**src/rtl/check_node_scheduler_pkg.sv**
```systemverilog
// Shared definitions for the check-node frame scheduler: FSM state encoding
// and default datapath widths / flush length.
package check_node_scheduler_pkg;

   localparam int unsigned LLR_WIDTH_DEF    = 6;  // LLR MSB index
   localparam int unsigned Q_WIDTH_DEF      = 5;  // symbol MSB index
   localparam int unsigned FLUSH_CYCLES_DEF = 2;  // node reset length between frames

   typedef enum logic [1:0] {
      ST_IDLE  = 2'd0,
      ST_LOAD  = 2'd1,
      ST_DRAIN = 2'd2,
      ST_FLUSH = 2'd3
   } state_t;

endpackage

```
**src/rtl/check_node_scheduler_msg_feeder.sv**
```systemverilog
// Single-stream message feeder: accepts up to deg messages from a source
// while active, forwarding each one to the node as a one-cycle write with
// one cycle of latency.
// Ports:
//   clk, rst           clock, async active-high reset
//   clear, deg         latch the frame degree and zero the count
//   active             stream may accept (scheduler is loading)
//   src_valid/llr/q    source message
//   node_ready         node reports this store already loaded
//   src_ready_c        combinational accept strobe back to the source
//   write, llr, q      registered write to the node
//   complete_c         combinational: side has nothing more to accept
module check_node_scheduler_msg_feeder #(
   parameter int unsigned LLR_Width     = 6,
   parameter int unsigned Q_Width       = 5,
   parameter int unsigned Counter_Width = 4
) (
   input  logic                     clk,
   input  logic                     rst,
   input  logic                     clear,
   input  logic [Counter_Width-1:0] deg,
   input  logic                     active,
   input  logic                     src_valid,
   input  logic [LLR_Width:0]       src_llr,
   input  logic [Q_Width:0]         src_q,
   input  logic                     node_ready,
   output logic                     src_ready_c,
   output logic                     write,
   output logic [LLR_Width:0]       llr,
   output logic [Q_Width:0]         q,
   output logic                     complete_c
);

   localparam int unsigned CW = Counter_Width;

   logic [CW-1:0] deg_q;
   logic [CW-1:0] cnt_q;

   // Side is done once the frame degree is met or the node says it is loaded.
   assign complete_c  = (cnt_q == deg_q) || node_ready;
   assign src_ready_c = active && src_valid && !complete_c;

   // Count accepts and register the accepted message for the node.
   always_ff @(posedge clk or posedge rst) begin
      if (rst) begin
         deg_q <= '0;
         cnt_q <= '0;
         write <= 1'b0;
         llr   <= '0;
         q     <= '0;
      end else begin
         write <= src_ready_c;
         if (clear) begin
            deg_q <= deg;
            cnt_q <= '0;
         end else if (src_ready_c) begin
            cnt_q <= cnt_q + CW'(1);
         end
         if (src_ready_c) begin
            llr <= src_llr;
            q   <= src_q;
         end
      end
   end

endmodule

```
**src/rtl/check_node_scheduler.sv**
```systemverilog
// Frame-level controller for one check node. Meters the A and I message
// streams into the node, opens the node output and counts filtered results
// until the frame completes or goes idle too long, then holds the node in
// reset for a few cycles and pulses done.
// Ports:
//   clk, force_reset                 clock, async active-high reset
//   start, deg_a, deg_i, n_out       frame command (accepted only when idle)
//   src_{a,i}_valid/llr/q/ready      message sources (ready is combinational)
//   write_{A,I}, Input_LLR_*, Input_Q_*  node message writes
//   A_ready, I_ready                 node stores loaded
//   receivable                       node output may advance
//   Output_Valid                     one filtered output this cycle
//   full                             node stores full (informational)
//   force_reset_n                    active-low node reset
//   busy, done, timeout_err, out_count  frame status
module check_node_scheduler
   import check_node_scheduler_pkg::*;
#(
   parameter int unsigned LLR_Width     = LLR_WIDTH_DEF,
   parameter int unsigned Q_Width       = Q_WIDTH_DEF,
   parameter int unsigned Counter_Width = 4,
   parameter int unsigned Timeout_Width = 8,
   parameter int unsigned Flush_Cycles  = FLUSH_CYCLES_DEF
) (
   input  logic                     clk,
   input  logic                     force_reset,
   input  logic                     start,
   input  logic [Counter_Width-1:0] deg_a,
   input  logic [Counter_Width-1:0] deg_i,
   input  logic [Counter_Width-1:0] n_out,
   input  logic                     src_a_valid,
   input  logic [LLR_Width:0]       src_a_llr,
   input  logic [Q_Width:0]         src_a_q,
   output logic                     src_a_ready,
   input  logic                     src_i_valid,
   input  logic [LLR_Width:0]       src_i_llr,
   input  logic [Q_Width:0]         src_i_q,
   output logic                     src_i_ready,
   output logic                     write_A,
   output logic [LLR_Width:0]       Input_LLR_A,
   output logic [Q_Width:0]         Input_Q_A,
   output logic                     write_I,
   output logic [LLR_Width:0]       Input_LLR_I,
   output logic [Q_Width:0]         Input_Q_I,
   input  logic                     A_ready,
   input  logic                     I_ready,
   output logic                     receivable,
   input  logic                     Output_Valid,
   input  logic                     full,
   output logic                     force_reset_n,
   output logic                     busy,
   output logic                     done,
   output logic                     timeout_err,
   output logic [Counter_Width-1:0] out_count
);

   localparam int unsigned CW      = Counter_Width;
   localparam int unsigned TW      = Timeout_Width;
   localparam int unsigned FLUSH_W = $clog2(Flush_Cycles + 1);

   state_t        state_q, state_d;
   logic [CW-1:0] n_out_q;
   logic [CW-1:0] out_count_d;
   logic [TW-1:0] idle_q, idle_d;
   logic [FLUSH_W-1:0] flush_q, flush_d;
   logic          timeout_d;
   logic          accept_start;
   logic          loading;
   logic          a_complete, i_complete;

   // Load completion is already signalled per store by A_ready / I_ready.
   logic unused_full;
   assign unused_full = full;

   assign accept_start = (state_q == ST_IDLE) && start;
   assign loading      = (state_q == ST_LOAD);

   check_node_scheduler_msg_feeder #(
      .LLR_Width     (LLR_Width),
      .Q_Width       (Q_Width),
      .Counter_Width (Counter_Width)
   ) u_feed_a (
      .clk         (clk),
      .rst         (force_reset),
      .clear       (accept_start),
      .deg         (deg_a),
      .active      (loading),
      .src_valid   (src_a_valid),
      .src_llr     (src_a_llr),
      .src_q       (src_a_q),
      .node_ready  (A_ready),
      .src_ready_c (src_a_ready),
      .write       (write_A),
      .llr         (Input_LLR_A),
      .q           (Input_Q_A),
      .complete_c  (a_complete)
   );

   check_node_scheduler_msg_feeder #(
      .LLR_Width     (LLR_Width),
      .Q_Width       (Q_Width),
      .Counter_Width (Counter_Width)
   ) u_feed_i (
      .clk         (clk),
      .rst         (force_reset),
      .clear       (accept_start),
      .deg         (deg_i),
      .active      (loading),
      .src_valid   (src_i_valid),
      .src_llr     (src_i_llr),
      .src_q       (src_i_q),
      .node_ready  (I_ready),
      .src_ready_c (src_i_ready),
      .write       (write_I),
      .llr         (Input_LLR_I),
      .q           (Input_Q_I),
      .complete_c  (i_complete)
   );

   // Next-state and next counter values.
   always_comb begin
      state_d     = state_q;
      out_count_d = out_count;
      idle_d      = idle_q;
      flush_d     = flush_q;
      timeout_d   = timeout_err;
      case (state_q)
         ST_IDLE: begin
            if (accept_start) begin
               state_d     = ST_LOAD;
               out_count_d = '0;
               idle_d      = '0;
               flush_d     = '0;
               timeout_d   = 1'b0;
            end
         end
         ST_LOAD: begin
            // Wait for the last registered write to reach the node as well.
            if (a_complete && i_complete && !write_A && !write_I) begin
               state_d = ST_DRAIN;
            end
         end
         ST_DRAIN: begin
            if (n_out_q == '0) begin
               state_d = ST_FLUSH;
               flush_d = '0;
            end else begin
               if (Output_Valid) begin
                  out_count_d = (out_count == '1) ? out_count : out_count + CW'(1);
                  idle_d      = '0;
               end else begin
                  idle_d = idle_q + TW'(1);
               end
               if (out_count_d == n_out_q) begin
                  state_d = ST_FLUSH;
                  flush_d = '0;
               end else if (&idle_d) begin
                  state_d   = ST_FLUSH;
                  flush_d   = '0;
                  timeout_d = 1'b1;
               end
            end
         end
         ST_FLUSH: begin
            flush_d = flush_q + FLUSH_W'(1);
            if (flush_q == FLUSH_W'(Flush_Cycles - 1)) begin
               state_d = ST_IDLE;
            end
         end
         default: state_d = ST_IDLE;
      endcase
   end

   // State register and registered frame status outputs.
   always_ff @(posedge clk or posedge force_reset) begin
      if (force_reset) begin
         state_q       <= ST_IDLE;
         n_out_q       <= '0;
         out_count     <= '0;
         idle_q        <= '0;
         flush_q       <= '0;
         timeout_err   <= 1'b0;
         busy          <= 1'b0;
         receivable    <= 1'b0;
         done          <= 1'b0;
         force_reset_n <= 1'b0;
      end else begin
         state_q       <= state_d;
         out_count     <= out_count_d;
         idle_q        <= idle_d;
         flush_q       <= flush_d;
         timeout_err   <= timeout_d;
         if (accept_start) begin
            n_out_q <= n_out;
         end
         busy          <= (state_d != ST_IDLE);
         receivable    <= (state_d == ST_DRAIN);
         done          <= (state_q == ST_FLUSH) && (state_d == ST_IDLE);
         force_reset_n <= (state_d != ST_FLUSH);
      end
   end

endmodule

```
**config.mk**
```make
export PLATFORM = sky130hd
export DESIGN_NAME = check_node_scheduler
export DESIGN_NICKNAME = d
export VERILOG_FILES = /design/src/rtl/check_node_scheduler_pkg.sv /design/src/rtl/check_node_scheduler_msg_feeder.sv /design/src/rtl/check_node_scheduler.sv
export SDC_FILE = /design/constraint.sdc
export NUM_CORES = 1
export LEC_CHECK = 0
export ABC_CLOCK_PERIOD_IN_PS = 2550
export BUFFER_PORTS_ARGS = -buffer_cell sky130_fd_sc_hd__buf_2
export CAP_MARGIN = 10
export CORE_MARGIN = 2
export CORE_UTILIZATION = 50
export DETAILED_ROUTE_END_ITERATION = 8
export PLACE_DENSITY_LB_ADDON = 0.2
export RECOVER_POWER = 50
export SLEW_MARGIN = 5
export SYNTH_ARGS = -nofsm -noshare
export SYNTH_HDL_FRONTEND = slang
export SYNTH_HIERARCHICAL = 1
export SYNTH_SLANG_ARGS = --single-unit
```
**constraint.sdc**
```tcl
create_clock -name clk -period 2.55 [get_ports clk]
set_input_delay 0.255 -clock clk [delete_from_list [all_inputs] [get_ports clk]]
set_output_delay 0.255 -clock clk [all_outputs]
set_load 0.005 [all_outputs]
```
==> key figures <==
Synthesis
  – Dominant synthesized flop cell: dfrtp_1
  – Asr flop ratio synth: 1.00
  – Leading area contributor after synthesis: dfrtp_1
  – Post-Syn Area: between 3000 and 4000 µm²
  – Synth Register Bits: between 60 and 70
  – Yosys top cell area share: 0.516
  – Sequential fraction of the synthesis area: 0.516
  – Post-synthesis cell type count: 50
  – YS warnings: 6
  – Mapped Avg Cell Area: around 11 µm²
  – Syn_nets: between 300 and 400
  – Synth area leaders: dfrtp_1 52%, mux2_2 11%, xnor2_1 3.4%, nand2_1 3.4%, nor2_1 2.6%
  – EDFF count, synth: 0
  – Post-Syn Instances: approximately 290

Clock tree
  – CTS clk-pin slew, worst paths: approximately 0.070 ns
  – CTS tree: done
  – # hold bufs at CTS: 0
  – Longest Clk Path Bufs: 2
  – Clk_lat worst skew: ~0.34 ns
  – Clock sinks: 69
  – H-tree lvl count: 3
  – Num CTS Buffers: 9
  – CTS Root Cell: clkbuf_8

STA
  – RSZ-0062 raised after global routing: no
  – Setup-failing EPs final: 0
  – Rel. slew slack: 0.365
  – Max Slew Vio Count: 0
  – Final Worst Setup Slack: roughly 0.2 ns
  – WHS: between 0.08 and 0.09 ns
  – Final Critical Period: 2.35 ns
  – Worst slew pin tran: ~0.95 ns
  – Final hold violation count: 0
  – Period Utilization, post-route: 0.922
  – Setup Skew: between 0.006 and 0.007 ns
  – Setup TNS: 0 ns
  – Max frequency: between 400 and 500 MHz

Global route
  – Initial antenna violation count: 0
  – First-pass GRT wire length: 11900 µm
  – Gr usage total: 0.204
  – Overflow after GRT: 0
  – Largest net degree at the start of global routing: 26
  – Vias in the first global route: 2601

Layout
  – Most common cell after layout, fill and taps aside: buf_2
  – Syn-to-layout area delta: 20.8%
  – Non-Filler Instances: approximately 470
  – Post-layout util: 0.629
  – Commonest cells after routing, fill and taps aside: 79 x buf_2, 69 x dfrtp_1, 34 x mux2_2
  – Fill cells: ~570
  – Layout cell share with drive strength beyond 1: 0.372
  – N_diodes: 0
  – Nets: approximately 440

Worst setup path
  – Critical path depth: 5
  – Worst Setup End Kind: output pin
  – Cell class contributing the biggest share of worst-path delay: simple AND/OR/NAND/NOR gates
  – Worst setup SP type: flip-flop
  – CP max stage cell: dfrtp_1
  – Worst-path maximum fanout: 13
  – CP Cell Sequence: nor2b_2 -> nand3b_1 -> a41oi_4 -> buf_4 -> buf_2
  – Crit path kind: reg -> out
  – Critical Path AT: ~2.1 ns
  – Reg2Reg Depth: 6
  – WP buf/inv: 2
  – Worst Path Required: 2.30 ns
  – Crit path largest cell delay: 0.47 ns

Floorplanning
  – Die height: ~86 µm
  – Initial Utilization: 0.521
  – Core box area: roughly 6400 µm²
  – Die area: about 7400 µm²
  – Rows: 29
  – Die Wd: around 86 µm
  – I/O pin count: 86

Job
  – Max_cap viols: 0

Power
  – Switch share: 0.349
  – VDD IR max: 0.569 mV
  – Clock power frac: 0.204
  – Static leakage: approximately 1.9 nW
  – Pint: ~0.0028 W
  – Sequential power share: 0.423
  – Switching pwr: roughly 0.0015 W
  – Combinational Power Share: 0.373
  – Power per cell area: around 1100 nW/µm²

Place
  – I/O Buffers: 84
  – GP Congestion: just under 0.8
  – Placed insts: around 450
  – DP Worst Slack: between 0.3 and 0.4 ns
  – HPWL after detailed placement: 5080 µm

Detailed routing
  – DRT Pass-1 Iters: 6
  – WL/cell: ~15 µm
  – Final WL: ~6900 µm
  – Starting DRT DRC Count: 100
  – DRC: 3
  – Post-route antenna net violation count: 0
  – Vias: ~2600
  – DR vias/cell: around 5.5

Outcome
  – Run status: finished with violations
  – Failing checks: design-rule violations

Worst hold path
  – Worst Hold Class: in -> async
synth_stat cells (3+ instances only):
cell type  instances
inv_1              4
o31ai_1            8
clkbuf_1           6
nand2b_1           4
mux2i_1            3
dfrtp_1           69
nor2_1            23
o21ai_0           11
nand3_1            8
and3_1             4
a21oi_1           10
nor2b_1            4
mux2_2            34
nand4_1            4
ha_1               5
xnor2_1           13
nand2_1           30
or2b_1             3
a21o_1             3
layout make-up:
| class | instances | area, µm² | share of cell area |
|---|---|---|---|
| flip-flops and latches | 69 | 1730 | 0.428 |
| multi-input cells | 209 | 1540 | 0.382 |
| repair buffers | 90 | 459 | 0.114 |
| clock buffers | 12 | 145 | 0.0359 |
| well taps | 77 | 96.3 | 0.0239 |
| clock inverters | 4 | 47.5 | 0.0118 |
| inverters | 6 | 22.5 | 0.00558 |
timing repair:
| item | in CTS | in global routing |
|---|---|---|
| endpoints found under the setup margin | 0 | 1 |
| buffers inserted | 0 | 0 |
| gates resized for setup | 0 | 1 |
power groups by stage:
stage	clock, W	combinational [W]	sequential, W
after floorplan	0	0.00107	0.00180
after global placement	0	0.00155	0.00181
after detailed placement	0	0.00161	0.00183
after CTS	0.000898	0.00162	0.00181
after global routing	0.000937	0.00178	0.00187
final	0.000874	0.00160	0.00181
metal layers:
| metal | global-route usage | vias to the layer above | routed length [µm] |
|---|---|---|---|
| met5 | 0 | - | 0 |
| met4 | 0.0649 | 0 | 81 |
| met3 | 0.0616 | 9 | 398 |
| met2 | 0.330 | 61 | 3360 |
| met1 | 0.266 | 1278 | 3030 |
| li1 | - | 1240 | - |
through the flow:
step,area [µm²],total power (W)
finish,4040,0.00428
global route,4040,0.00459
CTS,4040,0.00433
detailed placement,3850,0.00344
global placement,3850,0.00336
floorplan,3340,0.00287
cells by family (layout without fill, tap and decap cells):
kind of cell	count (synthesis)	count (layout)	synth area share
AND/OR/NAND/NOR	101	101	0.158
flip-flops	69	69	0.516
AO/OA/AOI/OAI	51	51	0.119
multiplexers	39	39	0.130
buffers and inverters	16	112	0.0232
XOR/XNOR	13	13	0.0341
adder cells (fa/ha/maj)	5	5	0.0187
registers in the layout (all words and copies together), names as in the netlist, 2 cells and up:
signal	cells
u_feed_i/deg_q	4
u_feed_i/cnt_q	4
state_q	2
flush_q	2
u_feed_a/q	6
n_out_q	4
out_count	4
u_feed_a/cnt_q	4
u_feed_i/llr	7
u_feed_a/deg_q	4
idle_q	8
u_feed_a/llr	7
u_feed_i/q	6
final timing paths:
check / startpoint / end / slack, ns
min in group clk: n_out[2] / n_out_q[2] / 0.10
hold reg to reg: timeout_err / timeout_err / 0.49
hold / removal: force_reset / u_feed_i/q[3] / 0.09
max in group asynchronous: force_reset / flush_q[1] / 1.82
setup / recovery: state_q[0] / src_a_ready / 0.20
setup reg to reg: out_count[0] / timeout_err / 0.33
Note: power is estimated with default switching activity, not from simulation.
